==> src/rtl/led_pkg.sv <==
// -----------------------------------------------------------------------------
// led_pkg
// Shared definitions for the LED frame receive path.
//   BYTES_PER_LED / BITS_PER_LED : RGB payload geometry of one LED.
//   state_t                      : frame receiver FSM states.
//   frame_bytes(n)               : payload bytes carried by a frame of n LEDs.
// -----------------------------------------------------------------------------
package led_pkg;

    localparam int BYTES_PER_LED = 3;
    localparam int BITS_PER_LED  = 24;

    typedef enum logic [1:0] {
        IDLE  = 2'd0,
        RECV  = 2'd1,
        CHECK = 2'd2
    } state_t;

    function automatic int frame_bytes(input int n);
        return n * BYTES_PER_LED;
    endfunction

endpackage

==> src/rtl/spi_sync_edge.sv <==
// -----------------------------------------------------------------------------
// spi_sync_edge
// Brings the asynchronous SPI clock and MOSI lines into the clk domain.
// spiClk goes through two synchronizer flops plus a third history flop that
// produces single-cycle rise/fall strobes. MOSI uses the same two-flop depth,
// so din_o is aligned with rise_o and can be sampled on it directly.
// Ports:
//   clk, reset  : system clock, asynchronous active-high reset
//   spi_clk_i   : raw SPI clock (async)
//   spi_in_i    : raw SPI MOSI (async)
//   din_o       : synchronized MOSI level
//   rise_o      : 1-cycle strobe on a synchronized spiClk rising edge
//   fall_o      : 1-cycle strobe on a synchronized spiClk falling edge
// -----------------------------------------------------------------------------
module spi_sync_edge (
    input  logic clk,
    input  logic reset,
    input  logic spi_clk_i,
    input  logic spi_in_i,
    output logic din_o,
    output logic rise_o,
    output logic fall_o
);

    logic [2:0] sclk_q;
    logic [1:0] sdin_q;

    always_ff @(posedge clk or posedge reset) begin
        if (reset) begin
            sclk_q <= '0;
            sdin_q <= '0;
        end else begin
            sclk_q <= {sclk_q[1:0], spi_clk_i};
            sdin_q <= {sdin_q[0], spi_in_i};
        end
    end

    assign din_o  = sdin_q[1];
    assign rise_o =  sclk_q[1] & ~sclk_q[2];
    assign fall_o = ~sclk_q[1] &  sclk_q[2];

endmodule

==> src/rtl/spi_frame_receiver.sv <==
// -----------------------------------------------------------------------------
// spi_frame_receiver
// SPI slave (mode 0, MSB first) receiving one LED frame from the AVR host and
// presenting it as a parallel NUM_LEDS*24-bit word to the LED driver. A frame
// ends when spiClk has been idle for TIMEOUT_CYCLES clocks. A good frame is
// held pending and copied to 'data' only when the driver pulses 'update', so
// the output never changes while the driver is shifting a frame out.
//
// Optional build macro: FRAME_CHECKSUM_EN
//   defined   : frame carries a trailing XOR byte over all payload bytes; a
//               frame is only accepted when the XOR matches. The checksum byte
//               is not stored.
//   undefined : frame is exactly NUM_LEDS*3 payload bytes, no checksum logic.
//
// Ports:
//   clk        system clock
//   reset      asynchronous active-high reset
//   spiClk     SPI clock from host (async, <= clk/4)
//   spiIn      SPI MOSI (async)
//   spiOut     SPI MISO: MSB of the receive shift register, updated on spiClk fall
//   update     commit strobe from the LED driver
//   data       committed frame, LED0 in the top 24 bits
//   frame_ok   1-cycle pulse: good frame now pending
//   frame_err  1-cycle pulse: frame discarded
// -----------------------------------------------------------------------------
module spi_frame_receiver
    import led_pkg::*;
#(
    parameter int NUM_LEDS       = 20,
    parameter int TIMEOUT_CYCLES = 2048
) (
    input  logic                              clk,
    input  logic                              reset,
    input  logic                              spiClk,
    input  logic                              spiIn,
    output logic                              spiOut,
    input  logic                              update,
    output logic [NUM_LEDS*BITS_PER_LED-1:0]  data,
    output logic                              frame_ok,
    output logic                              frame_err
);

    localparam int FRAME_BYTES = frame_bytes(NUM_LEDS);
    localparam int DW          = NUM_LEDS * BITS_PER_LED;
`ifdef FRAME_CHECKSUM_EN
    localparam int EXPECTED    = FRAME_BYTES + 1;
`else
    localparam int EXPECTED    = FRAME_BYTES;
`endif
    localparam int BCW         = $clog2(FRAME_BYTES + 2);
    localparam int ICW         = $clog2(TIMEOUT_CYCLES + 1);

    localparam logic [BCW-1:0] EXP_CNT = BCW'(EXPECTED);
    localparam logic [BCW-1:0] FB_CNT  = BCW'(FRAME_BYTES);
    localparam logic [ICW-1:0] TO_CNT  = ICW'(TIMEOUT_CYCLES);

    // synchronized SPI inputs
    logic din, rise, fall;

    spi_sync_edge u_sync (
        .clk       (clk),
        .reset     (reset),
        .spi_clk_i (spiClk),
        .spi_in_i  (spiIn),
        .din_o     (din),
        .rise_o    (rise),
        .fall_o    (fall)
    );

    // datapath state
    logic [2:0]     bit_cnt_q,  bit_cnt_d;
    logic [BCW-1:0] byte_cnt_q, byte_cnt_d;
    logic           ovf_q,      ovf_d;
    logic [7:0]     sr_q,       sr_d;
    logic [DW-1:0]  rx_buf_q,   rx_buf_d;
    logic           spi_out_q,  spi_out_d;
    logic [ICW-1:0] idle_q,     idle_d;
`ifdef FRAME_CHECKSUM_EN
    logic [7:0]     csum_q,     csum_d;
    logic [7:0]     chk_q,      chk_d;
`endif

    // control state
    state_t         state_q;
    logic           pending_q;
    logic [DW-1:0]  data_q;
    logic           frame_ok_q, frame_err_q;

    logic [7:0]     byte_in;
    logic           eof;
    logic           good;

    // byte being completed if this rise carries its 8th bit
    assign byte_in = {sr_q[6:0], din};
    assign eof     = (state_q == RECV) && (idle_q == TO_CNT);

`ifdef FRAME_CHECKSUM_EN
    assign good = (bit_cnt_q == 3'd0) && (byte_cnt_q == EXP_CNT) && !ovf_q &&
                  (csum_q == chk_q);
`else
    assign good = (bit_cnt_q == 3'd0) && (byte_cnt_q == EXP_CNT) && !ovf_q;
`endif

    always_comb begin
        bit_cnt_d  = bit_cnt_q;
        byte_cnt_d = byte_cnt_q;
        ovf_d      = ovf_q;
        sr_d       = sr_q;
        rx_buf_d   = rx_buf_q;
        spi_out_d  = spi_out_q;
        idle_d     = idle_q;
`ifdef FRAME_CHECKSUM_EN
        csum_d     = csum_q;
        chk_d      = chk_q;
`endif

        // idle timer: restarted by every spiClk rise, saturates at timeout
        if (rise)
            idle_d = '0;
        else if (idle_q != TO_CNT)
            idle_d = idle_q + 1'b1;

        // MISO changes on the falling edge so the host samples it stable
        if (fall)
            spi_out_d = sr_q[7];

        if (state_q == CHECK) begin
            // frame verdict is being taken this cycle; rearm for next frame
            bit_cnt_d  = '0;
            byte_cnt_d = '0;
            ovf_d      = 1'b0;
`ifdef FRAME_CHECKSUM_EN
            csum_d     = '0;
`endif
        end else if (rise) begin
            sr_d      = byte_in;
            bit_cnt_d = bit_cnt_q + 1'b1;   // wraps 7 -> 0 at byte end
            if (bit_cnt_q == 3'd7) begin
                if (byte_cnt_q == EXP_CNT) begin
                    // surplus byte: drop it, remember the frame is too long
                    ovf_d = 1'b1;
                end else begin
                    byte_cnt_d = byte_cnt_q + 1'b1;
                    if (byte_cnt_q < FB_CNT) begin
                        for (int k = 0; k < FRAME_BYTES; k++) begin
                            if (byte_cnt_q == BCW'(k))
                                rx_buf_d[DW-1-8*k -: 8] = byte_in;
                        end
`ifdef FRAME_CHECKSUM_EN
                        csum_d = csum_q ^ byte_in;
                    end else begin
                        chk_d = byte_in;
`endif
                    end
                end
            end
        end
    end

    always_ff @(posedge clk or posedge reset) begin
        if (reset) begin
            bit_cnt_q  <= '0;
            byte_cnt_q <= '0;
            ovf_q      <= 1'b0;
            sr_q       <= '0;
            rx_buf_q   <= '0;
            spi_out_q  <= 1'b0;
            idle_q     <= '0;
`ifdef FRAME_CHECKSUM_EN
            csum_q     <= '0;
            chk_q      <= '0;
`endif
        end else begin
            bit_cnt_q  <= bit_cnt_d;
            byte_cnt_q <= byte_cnt_d;
            ovf_q      <= ovf_d;
            sr_q       <= sr_d;
            rx_buf_q   <= rx_buf_d;
            spi_out_q  <= spi_out_d;
            idle_q     <= idle_d;
`ifdef FRAME_CHECKSUM_EN
            csum_q     <= csum_d;
            chk_q      <= chk_d;
`endif
        end
    end

    // Frame FSM with pending/commit handling. Commit reads rx_buf_q, i.e. the
    // contents before any byte written in the same cycle.
    always_ff @(posedge clk or posedge reset) begin
        if (reset) begin
            state_q     <= IDLE;
            pending_q   <= 1'b0;
            data_q      <= '0;
            frame_ok_q  <= 1'b0;
            frame_err_q <= 1'b0;
        end else begin
            frame_ok_q  <= 1'b0;
            frame_err_q <= 1'b0;

            if (update && pending_q) begin
                data_q    <= rx_buf_q;
                pending_q <= 1'b0;
            end

            case (state_q)
                IDLE: begin
                    if (rise) begin
                        // a new frame overwrites rx_buf: drop the stale pending one
                        state_q   <= RECV;
                        pending_q <= 1'b0;
                    end
                end
                RECV: begin
                    if (eof)
                        state_q <= CHECK;
                end
                CHECK: begin
                    if (good) begin
                        pending_q  <= 1'b1;
                        frame_ok_q <= 1'b1;
                    end else begin
                        frame_err_q <= 1'b1;
                    end
                    state_q <= IDLE;
                end
                default: state_q <= IDLE;
            endcase
        end
    end

    assign spiOut    = spi_out_q;
    assign data      = data_q;
    assign frame_ok  = frame_ok_q;
    assign frame_err = frame_err_q;

endmodule

==> config.mk <==
export PLATFORM = sky130hd
export DESIGN_NAME = spi_frame_receiver
export DESIGN_NICKNAME = d
export VERILOG_FILES = /design/src/rtl/led_pkg.sv /design/src/rtl/spi_sync_edge.sv /design/src/rtl/spi_frame_receiver.sv
export SDC_FILE = /design/constraint.sdc
export NUM_CORES = 2
export LEC_CHECK = 0
export CAP_MARGIN = 40
export CORE_UTILIZATION = 57
export CTS_BUF_LIST = sky130_fd_sc_hd__clkbuf_8
export DETAILED_ROUTE_END_ITERATION = 8
export HOLD_SLACK_MARGIN = 0.05
export PLACE_DENSITY = 0.86
export SLEW_MARGIN = 15
export SYNTH_ARGS = -nofsm -noshare
export SYNTH_HDL_FRONTEND = slang
export SYNTH_SLANG_ARGS = --single-unit
==> constraint.sdc <==
create_clock -name clk -period 43.4 [get_ports clk]
set_clock_uncertainty 0.1 [all_clocks]
set_input_delay 10.85 -clock clk [delete_from_list [all_inputs] [get_ports clk]]
set_output_delay 10.85 -clock clk [all_outputs]
set_load 0.02 [all_outputs]
# == Yosys cells after proc, flatten, opt, wreduce, memory -nomap -nowiden ==
# Cells that the tools add are included.
# word_totals
regBits,1001
inputBits,5
out_inout_bits,483
word_cells,250
# op_classes
addsub,3
order_cmp,1
n_eq_ne,68
n_mux,23
bitwise,6
reduce_logical,76
# op_table
operator,count
$reduce_and A6 Y1,60
$eq A6 B6 Y1 const B,29
$eq A6 B5 Y1 const B,16
$eq A6 B4 Y1 const B,8
$eq A6 B3 Y1 const B,4
$mux W12,2
$mux W6,4
$add A12 B1 Y12 const B,1
$eq A12 B12 Y1 const B,1
$eq A6 B2 Y1 const B,2
$ne A12 B12 Y1 const B,1
$mux W1,11
$reduce_bool A2 Y1,4
$add A6 B1 Y6 const B,1
$eq A6 B1 Y1 const B,1
$logic_not A6 Y1,1
$lt A6 B6 Y1 const B,1
$mux W3,2
$ne A2 B2 Y1 const B,3
$reduce_and A3 Y1,2
$logic_and A1 B1 Y1,4
$mux W2,2
$not A1 Y1,4
$pmux W2 S2,1
10 further kinds,12

# == Logic depth before layout (Yosys ltp) ==
# logic_depth
depth_word,5
ltp_mapped,7

# == By module ==
# From an unflattened synthesis, not the netlist that was laid out.
# hier_totals
hier_cells,2316
hier_area_um2,38654.6
# by_module_without_submodules
module,instances,cells_per_inst,area_each_um2,seq_area_each_um2
spi_frame_receiver,1,2308,38510.7,24923.9
spi_sync_edge,1,8,143.9,125.1

# == Worst setup path before layout ==
# OpenSTA, ideal clock, no wires.
# synth_timing
path_type,input to register
startpoint,in update
endpoint,"reg data_q[255], in the netlist data[255]"
setup_ps,125
arrival_time_ps,12043
required_time_ps,43175
slack_ps,31133
stages,5
path_buffers,3
cell_sequence,nand2_1 buf_2 clkbuf_1 clkbuf_1 mux2_2
# synth_between
elab_chain_len,1
# synth_lines
item,line_no,text
from (decl),spi_frame_receiver.sv:37,"input logic update,"
$logic_and A1 B1 Y1,spi_frame_receiver.sv:201,if (update && pending_q) begin
to (signal assigned),spi_frame_receiver.sv:202,data_q <= rx_buf_q;
to (decl),spi_frame_receiver.sv:86,logic [DW-1:0] data_q;
# Every way passes these cells.
# A chain may end at the register's enable or synchronous reset.

==> flow_results.org <==
** Outcome
- The flow ran to the end, and the final reports show no timing, DRC or antenna violations.

** Die
- Row count :: 94
- Top Ports :: 488
- The total area inside the core boundary comes to 66200 µm².
- The die covers 68500 µm².
- Once the floorplan was initialized, standard cells occupied 58.1% of the core.
- Die X :: 262 µm
- Die height :: 262 µm

** CTS
- Clock-pin transition on the worst setup and hold timing paths :: 0.06 ns
- CTS saw 1001 sinks.
- Largest buffer count on any clock path :: 3
- Counting the buffers created by CTS gives 156.
- TritonCTS built the clock tree.
- In this run the post-CTS setup repair buffer count came out at 0.
- In this run the number of H-tree levels came out at 4.
- Hold buffer count at cts :: 0
- For the worst-skew pair, the clock arrives at the later sink with an insertion delay of 0.79 ns.
- The number of gates resized after CTS was 0.
- CTS placed an instance of sky130_fd_sc_hd__clkbuf_8 at the clock tree root.

** Placement
- Cell total after placement :: 3576
- Once detailed placement completed, the half-perimeter wirelength came to 61200 µm.
- Input and output buffers added on the ports amount to 487.
- Gp weighted congestion :: 0.772

** Setup path
- Critical path destination :: data[337]
- For the worst setup path, the data required time is 44.25 ns.
- Critical register-to-register path startpoint :: pending_q
- STA classifies the critical path startpoint as an input pin.
- Setup CP Type :: input pin to async pin
- In this run the worst setup path begins at reset.
- FF-to-FF setup slack :: 40.19 ns
- Cell-by-cell listing of the critical path :: clkdlybuf4s50_1, inv_8, buf_16, buf_4, buf_4, buf_4, buf_16, buf_4, buf_16, buf_4, buf_16
- In this run the worst path has a maximum fanout of 122.
- STA classifies the critical path endpoint as an async pin.
- Slowest stage cell on the critical path :: sky130_fd_sc_hd__clkdlybuf4s50_1
- Arrival time at the worst endpoint :: 14.99 ns
- The worst register-to-register path ends at data[198].
- Cells on worst reg2reg path :: 4
- The critical path crosses 11 cells after its start point.
- Number of buffers and inverters on the critical path :: 11
- Family with the most delay on the worst path :: buffers and inverters
- Among the stages of the critical path, the cell type that occurs most often is sky130_fd_sc_hd__buf_4.
- The largest single stage delay on the critical path is 0.49 ns.

** Finish
- Final cell utilization of the core :: 72.1%
- The net count of the finished layout is 2889.
- The number of antenna diodes in the final layout is 0.
- The post-route netlist has 43.0% of its cells at a drive strength greater than 1.
- From synthesis to final layout, the design area changed by 24.1%.
- Filler cell count in the final layout :: 3945
- For this run, the number of standard cells in the final layout without fillers is 3857.

** Route
- The first detailed-routing pass ran for 5 iterations.
- Initial DRC count :: 1408
- For this block, the via count after detailed routing is 22019.
- Residual antenna-violating net count after detailed routing :: 0
- Detail-routed net length per standard cell :: 24.9 µm
- Routed Wire Length :: 95900 µm
- For this run, design rule violations remaining after detail routing come to 0.
- Vias per cell :: 5.71

** STA
- Maximum clock frequency :: 70.7 MHz
- At the pin with the least slew margin, the transition time is 1.10 ns.
- Slew headroom :: 26.9%
- Endpoints failing hold :: 0
- Period utilization :: 32.6%
- Setup violations remaining at the end of the flow were counted as 0.
- Final count of pins violating max slew :: 0
- Worst slack on hold paths :: 0.252 ns
- Shortest period the worst path allows :: 14.14 ns
- Setup repair after global routing left no endpoint under its margin.
- Adding up every negative setup slack in the final design gives 0 ns.

** Yosys
- Average cell area after synthesis :: 16.6 µm²
- The number of nets in the synthesized netlist is 2334.
- Main flop type after synthesis :: sky130_fd_sc_hd__dfrtp_1
- Counting distinct cell types in the post-synthesis netlist gives 51.
- Share of flip-flops with an asynchronous set or reset after synthesis :: 100%
- Post-Syn Instances :: 2320
- In this run the cell area of the synthesized design comes to 38500 µm².
- Share of synthesized area occupied by flip-flops and latches :: 65.1%
- Yosys mapped a number of flops with a built-in enable equal to 0.
- Number of warnings printed during yosys synthesis :: 0
- After synthesis the netlist holds a flip-flop and latch count of 1001.

** Pwr
- PD cells :: 39.6 nW/µm²
- Static leakage :: 23.9 nW
- Summing internal, switching and leakage power gives 0.00189 W.
- The worst-case IR drop observed on VDD is 28.5 µV.

** GRT
- Via count of the first global-routing pass :: 23803
- Antenna violations before repair :: 2
- Global-route wire length before repair :: 144000 µm
- Entering global routing, the biggest net connects 182 pins.
- The total overflow left after global routing is 0.
- Global-route total usage across every layer :: 28.2%

** Hold path
- The worst hold path belongs to the class register to register.

** Job
- Across the run, the number of max-cap violations was 0.
-- worst register-to-register path, delay by kind of cell (launching register included) --
kind	cells	cell delay, ns
flops	1	0.41
simple gates	1	0.44
mux	1	0.69
buf+inv	2	1.46
-- layer usage --
metal / wire, µm / vias to the layer above / track usage (%)
li1: - / 9426 / -
met1: 40300 / 11766 / 36.9
met2: 48100 / 642 / 46.4
met3: 4370 / 181 / 5.73
met4: 3100 / 4 / 11.1
met5: 28 / - / 0
-- flip-flops by register name, summed over array words and instances (netlist names), 2 cells and up --
| signal | cells |
|---|---|
| sr_q | 8 |
| data | 480 |
| idle_q | 12 |
| bit_cnt_q | 3 |
| byte_cnt_q | 6 |
| u_sync.sclk_q | 3 |
| state_q | 2 |
| rx_buf_q | 480 |
| u_sync.sdin_q | 2 |
-- power breakdown --
group          leakage [nW]  internal, W  switching [W]
sequential             13.9     0.000945      0.0000261
clock                  1.81     0.000426       0.000364
combinational          8.14    0.0000300       0.000100
-- synth_stat cells (all sizes together) (4+ instances only) --
cell type,instances,area (µm²)
a21oi,12,60.1
nor2b,4,25.0
ha,9,113
a211oi,4,30.0
nand2,17,66.3
clkbuf,83,312
dfrtp,1001,25000
mux2,969,10900
nor4b,4,62.6
nand4,29,181
buf,56,309
or4,10,75.1
nand3b,9,87.6
nand3,6,30.0
nand2b,10,62.6
nor2,5,18.8
inv,13,48.8
nor4,32,627
o31ai,5,37.5
mux2i,5,50.1
-- area by class of cell --
class	count	area [µm²]	area share, %
Clock buffer	193	2660	5.57
Clock inverter	83	500	1.05
Inverter	13	56.3	0.118
Multi-Input combinational cell	1167	12800	26.7
Sequential cell	1001	25100	52.5
Tap cell	864	1080	2.26
Timing Repair Buffer	536	5610	11.7
-- per-stage QoR --
step | area, µm² | setup slack [ns]
detailed placement | 44500 | 28.08
CTS | 47600 | 28.94
floorplan | 38500 | 4.29
global placement | 44100 | 26.60
global route | 47700 | 28.79
finish | 47700 | 29.26
-- layout by cell type (no fill, tap or decap), types with 12 or more instances in the layout --
master and instances:
sky130_fd_sc_hd__dfrtp_1 993, sky130_fd_sc_hd__mux2_2 963, sky130_fd_sc_hd__nand4_1 29, sky130_fd_sc_hd__clkinv_2 14, sky130_fd_sc_hd__buf_4 27, sky130_fd_sc_hd__nor4_4 28
sky130_fd_sc_hd__clkbuf_8 193, sky130_fd_sc_hd__inv_1 66, sky130_fd_sc_hd__buf_16 15, sky130_fd_sc_hd__nand2_1 15, sky130_fd_sc_hd__a21oi_1 12, sky130_fd_sc_hd__clkdlybuf4s50_1 487
-- cell families after synthesis --
family,after synthesis,synth area share (%)
xor gates and xnor gates,3,0.0683
muxes,974,28.5
DFF,1001,65.1
and+or+nand+nor,150,3.78
AOI/OAI and AO/OA,31,0.511
buffers and inverters,152,1.74
adders and majority gates,9,0.293
-- worst min-delay path by stage --
stage | start | depth (start not counted) | end | slack (ns)
floorplan | u_sync.sclk_q[0] | 0 | u_sync.sclk_q[1] | 0.23
detailed placement | u_sync.sdin_q[0] | 0 | u_sync.sdin_q[1] | 0.24
global placement | u_sync.sclk_q[0] | 0 | u_sync.sclk_q[1] | 0.23
finish | u_sync.sdin_q[0] | 0 | u_sync.sdin_q[1] | 0.25
CTS | u_sync.sdin_q[0] | 0 | u_sync.sdin_q[1] | 0.25
global route | u_sync.sdin_q[0] | 0 | u_sync.sdin_q[1] | 0.26
Note: power is estimated with default switching activity, not from simulation.
==> patch 1 (same flow settings) <==
`sr_q` and `rx_buf_q` no longer have a reset.
--- a/src/rtl/spi_frame_receiver.sv
+++ b/src/rtl/spi_frame_receiver.sv
@@ -164,4 +164,2 @@
             ovf_q      <= 1'b0;
-            sr_q       <= '0;
-            rx_buf_q   <= '0;
             spi_out_q  <= 1'b0;
@@ -176,4 +174,2 @@
             ovf_q      <= ovf_d;
-            sr_q       <= sr_d;
-            rx_buf_q   <= rx_buf_d;
             spi_out_q  <= spi_out_d;
@@ -185,2 +181,7 @@
         end
+    end
+
+    always_ff @(posedge clk) begin
+        sr_q     <= sr_d;
+        rx_buf_q <= rx_buf_d;
     end
Check against the original RTL: same outputs for any inputs over 4 cycles, from zero or initial values and one cycle with reset high; that may be too few to reach the edited logic, so the function may still have changed.
==> patch 1 against the unedited design <==
Area after synthesis down 10%. Final area down 8.3%. Via count down 16%. Worst hold slack worse by 3.3 ps. Worst setup slack better by 340 ps. Sequential cell count unchanged. Power up 7.5%. Sequential power up 10%. Wire length down 12%. Clock power down 4.6%. Largest power group unchanged. Highest routed layer unchanged.
==> patch 1: results (changes against the unedited design) <==
Status:
- The flow ran to the end, and the final reports show no timing, DRC or antenna violations.

Yosys:
- Yosys attributes the largest share of cell area to sky130_fd_sc_hd__edfxtp_1 (42%), sky130_fd_sc_hd__dfrtp_1 (37%), sky130_fd_sc_hd__mux2_2 (16%), sky130_fd_sc_hd__buf_2 (0.70%), sky130_fd_sc_hd__nor3_1 (0.55%).
- By count the netlist is led by sky130_fd_sc_hd__dfrtp_1 (513), sky130_fd_sc_hd__edfxtp_1 (488), sky130_fd_sc_hd__mux2_2 (481), sky130_fd_sc_hd__buf_2 (48), sky130_fd_sc_hd__nor3_1 (38).
- The share of the yosys chip area belonging to registers is 79.7% (+15 points).
- The number of instances in the synthesized netlist came to 1,760 (-24%).
- The count of different cell masters after synthesis was 40 (-22%).
- The count of flip-flops with a built-in enable after synthesis came to 488 (+488).

Detailed routing:
- The per-cell routed wire length came to 25.6 um (+3.1%).
- The detailed-routed wire length on met3 is 6350 um (+45%).
- The mean number of vias per cell is 5.58 (-2.2%).
- The detailed-routed wire length on met2 came to 42,400 um (-12%).
- The routed length on met1 was 32,000 um (-21%).

Clock tree:
- The clock buffer count from CTS is 153 (-1.9%).

Placement:
- The cell count after placement came to 3,019 (-16%).
- The final estimated routing congestion in global placement came to 0.799 (+3.5%).
- The worst slack after detailed placement is 28,300 ps (+218 ps).
- The detailed-placement wirelength estimate is 52,400 um (-14%).

Critical path:
- The slowest stage of the critical path is the sky130_fd_sc_hd__buf_4 cell.
- The data arrival time at the worst-slack endpoint came to 14,620 ps (-370 ps).
- The depth of the worst register-to-register path was 5 (+1).
- The endpoint identified for the worst register-to-register timing path is data[350].
- The worst setup slack for register-to-register paths came to 39,930 ps (-260 ps).
- The critical path's largest stage delay is 590 ps (+100 ps).
- The highest net fanout along the worst path is 111 (-9.0%).

Global routing:
- The number of antenna violations at the first check in global routing is 1 (-1).
- The met1 usage is 34.2% (-2.6 points).
- The via count of the first global-routing pass is 19,788 (-17%).
- The global-route met3 utilization is 7.83% (+2.1 points).
- The first-pass GRT wire length is 123,000 um (-15%).
- The global-route total usage across every layer came to 27.8% (-0.42 points).
- The met2 usage is 45.0% (-1.4 points).

Finish:
- The number of cells in the finished layout apart from fillers is 3,306 (-14%).
- The final net count came to 2,417 (-16%).
- The share of cells above drive strength 1 came to 30.8% (-12 points).

Pwr:
- The worst supply voltage drop on vdd came to 0.0338 mV (+18%).
- The leakage dissipation is 17.6 nW (-26%).

Min path:
- The startpoint of the tightest hold check path is u_sync.sclk_q[0].
- The worst-case hold path end point is u_sync.sclk_q[1].

Timing:
- The tightest hold margin was 249 ps (-3.33 ps).
-- patch 1: cell count changes after synthesis, moves of 28 or more --
cell	unedited run	this run
sky130_fd_sc_hd__dfrtp_1	1001	513
sky130_fd_sc_hd__nor4_4	28	0
sky130_fd_sc_hd__clkbuf_1	83	16
sky130_fd_sc_hd__mux2_2	963	481
sky130_fd_sc_hd__nor3_1	2	38
sky130_fd_sc_hd__edfxtp_1	0	488
-- patch 1: how the worst max path moves through the flow --
stage / startpoint / end / slack (ps) / depth (start not counted)
5_1_grt: reset / u_sync.sdin_q[1] / 29160 / 10
2_1_floorplan: reset / bit_cnt_q[0] / 18120 / 1
4_1_cts: reset / u_sync.sdin_q[1] / 29150 / 8
3_3_place_gp: reset / u_sync.sdin_q[1] / 27800 / 6
3_5_place_dp: reset / u_sync.sdin_q[1] / 28300 / 8
6_report: reset / u_sync.sdin_q[1] / 29590 / 10
-- patch 1: logic make-up (layout without fill, tap and decap cells) --
logic type | after synthesis | count (layout) | synth area share, %
buf+inv | 87 | 860 | 1.27
xor+xnor | 3 | 3 | 0.0762
fa+ha+maj | 9 | 9 | 0.326
flops | 1001 | 1001 | 79.7
mux | 487 | 487 | 15.9
simple gates | 144 | 144 | 2.23
compound gates | 29 | 29 | 0.526
-- patch 1: power by group --
part           internal [mW]  switching [mW]
registers               1.04          0.0299
logic                 0.0967           0.118
clock network          0.396           0.358
total                   1.53           0.505
-- patch 1: final cells by class --
cell class | instances | area, um^2 | area share [%]
tap | 773 | 967 | 2.21
clock buffer | 186 | 2560 | 5.85
inverter | 14 | 60.1 | 0.137
sequential | 1001 | 27500 | 62.8
multi-input combinational | 672 | 6600 | 15.1
clock inverter | 99 | 482 | 1.10
timing repair buffer | 561 | 5600 | 12.8
==> patch 2 (same flow settings) <==
Without the edit above. The option `FRAME_CHECKSUM_EN` is turned on by a define.
--- a/src/rtl/spi_frame_receiver.sv
+++ b/src/rtl/spi_frame_receiver.sv
@@ -25,2 +25,4 @@
 // -----------------------------------------------------------------------------
+`define FRAME_CHECKSUM_EN
+
 module spi_frame_receiver
Check against the original RTL: no difference found for any inputs over 4 cycles, from zero or initial values and one cycle with reset high; that may be too few to reach the edited logic, so the function may still have changed.
==> patch 2 against the unedited design <==
Wire length is 2.0% higher. Critical path depth fell by 3. Core utilization down 0.43 points. Final area is 1.0% higher. Worst setup slack improved by 670 ps. Sequential cell count grew 16. Power up 3.5%. Area after synthesis rose by 0.87%.
==> patch 2: results (changes against the unedited design) <==
Status:
- The run finished with clean final reports.

Detailed routing:
- The initial DRC count is 1,327 (-5.8%).
- The routed length on met1 is 39,600 um (-1.6%).
- The detailed-routed wire length on met2 is 48,400 um (+0.60%).
- The detailed-routed wire length on met3 came to 6210 um (+42%).
- The routed wire length was 97,800 um (+2.0%).
- The mean number of vias per cell is 5.62 (-1.6%).
- The per-cell routed wire length is 25.0 um (+0.47%).
- The top routing layer in use is met4.

Critical path:
- The largest individual stage delay along the critical path comes from the cell sky130_fd_sc_hd__buf_12.
- The data arrival time at the worst-slack endpoint is 14,120 ps (-870 ps).
- The critical path's largest stage delay is 670 ps (+180 ps).
- The family with the most delay on the worst path is buffers and inverters.
- The highest net fanout along the worst path came to 165 (+35%).

Pwr:
- The worst supply voltage drop on vdd came to 0.0333 mV (+17%).
- The leakage dissipation came to 24.3 nW (+1.7%).

Finish:
- The final net count came to 2,931 (+1.5%).
- The share of cells above drive strength 1 is 42.8% (-0.22 points).

Yosys:
- The number of instances in the synthesized netlist is 2,360 (+1.7%).
- The count of different cell masters after synthesis was 48 (-5.9%).
- The share of the yosys chip area belonging to registers is 65.6% (+0.47 points).
- The commonest cells after synthesis are sky130_fd_sc_hd__dfrtp_1 (1,017), sky130_fd_sc_hd__mux2_2 (947), sky130_fd_sc_hd__clkbuf_1 (88), sky130_fd_sc_hd__buf_2 (34), sky130_fd_sc_hd__nor2_1 (28).

Placement:
- The cell count after placement is 3,626 (+1.4%).
- The detailed-placement wirelength estimate is 62,200 um (+1.7%).
- The instance area at placement is 44,800 um^2 (+0.83%).
- The final estimated routing congestion in global placement came to 0.817 (+5.9%).

Global routing:
- The met1 usage is 36.4% (-0.44 points).
- The number of antenna violations at the first check in global routing is 4 (+2).
- The first-pass GRT wire length is 150,000 um (+4.2%).
- The global-route total usage across every layer was 28.9% (+0.69 points).
- The global-route met3 utilization came to 7.84% (+2.1 points).
- The largest net degree at the start of global routing was 210 (+15%).
- The met2 usage was 47.0% (+0.56 points).

Clock tree:
- The clock buffer count from CTS came to 158 (+1.3%).
- The clock root buffer master is sky130_fd_sc_hd__clkbuf_8.
-- patch 2: metrics by stage --
stage / worst slack, ps / util, %
after floorplan: 3830 / -
after global placement: 27610 / 66.0
after detailed placement: 29000 / 66.7
after CTS: 29870 / 71.5
after global routing: 29470 / 71.7
final: 29930 / 71.7
-- patch 2: cell type report --
type	count	area, um^2
diodes	2	5.00
clock buffers	196	2700
clock inverters	88	577
fillers	4031	19100
inverters	8	37.5
multi-input cells	1200	12700
flip-flops and latches	1017	25500
well taps	873	1090
repair buffers	532	5590
-- patch 2: power by group --
| part | switching, mW | internal, mW | total (mW) |
|---|---|---|---|
| Clock | 0.375 | 0.441 | 0.816 |
| Sequential | 0.0270 | 0.964 | 0.991 |
| Combinational | 0.111 | 0.0395 | 0.150 |
-- patch 2: cells by family (layout without fill, tap and decap cells) --
family | after synthesis | after routing | share of synthesized area [%]
adder cells (fa/ha/maj) | 9 | 9 | 0.290
multiplexers | 979 | 979 | 28.5
buffers and inverters | 143 | 824 | 1.61
flip-flops | 1017 | 1017 | 65.6
AO/OA/AOI/OAI | 15 | 15 | 0.226
XOR/XNOR | 29 | 29 | 0.655
AND/OR/NAND/NOR | 168 | 168 | 3.15
other | 0 | 2 | 0
-- patch 2: path summary, 6_finish.rpt --
path	start	end	slack [ps]	depth (start not counted)
min in group asynchronous	reset	rx_buf_q[137]	10350	2
setup / recovery	reset	u_sync.sdin_q[1]	29930	8
setup reg to reg	byte_cnt_q[1]	rx_buf_q[34]	39920	7
hold reg to reg	u_sync.sclk_q[0]	u_sync.sclk_q[1]	260	0
hold / removal	u_sync.sclk_q[0]	u_sync.sclk_q[1]	260	0
max in group clk	update	data[346]	30010	6
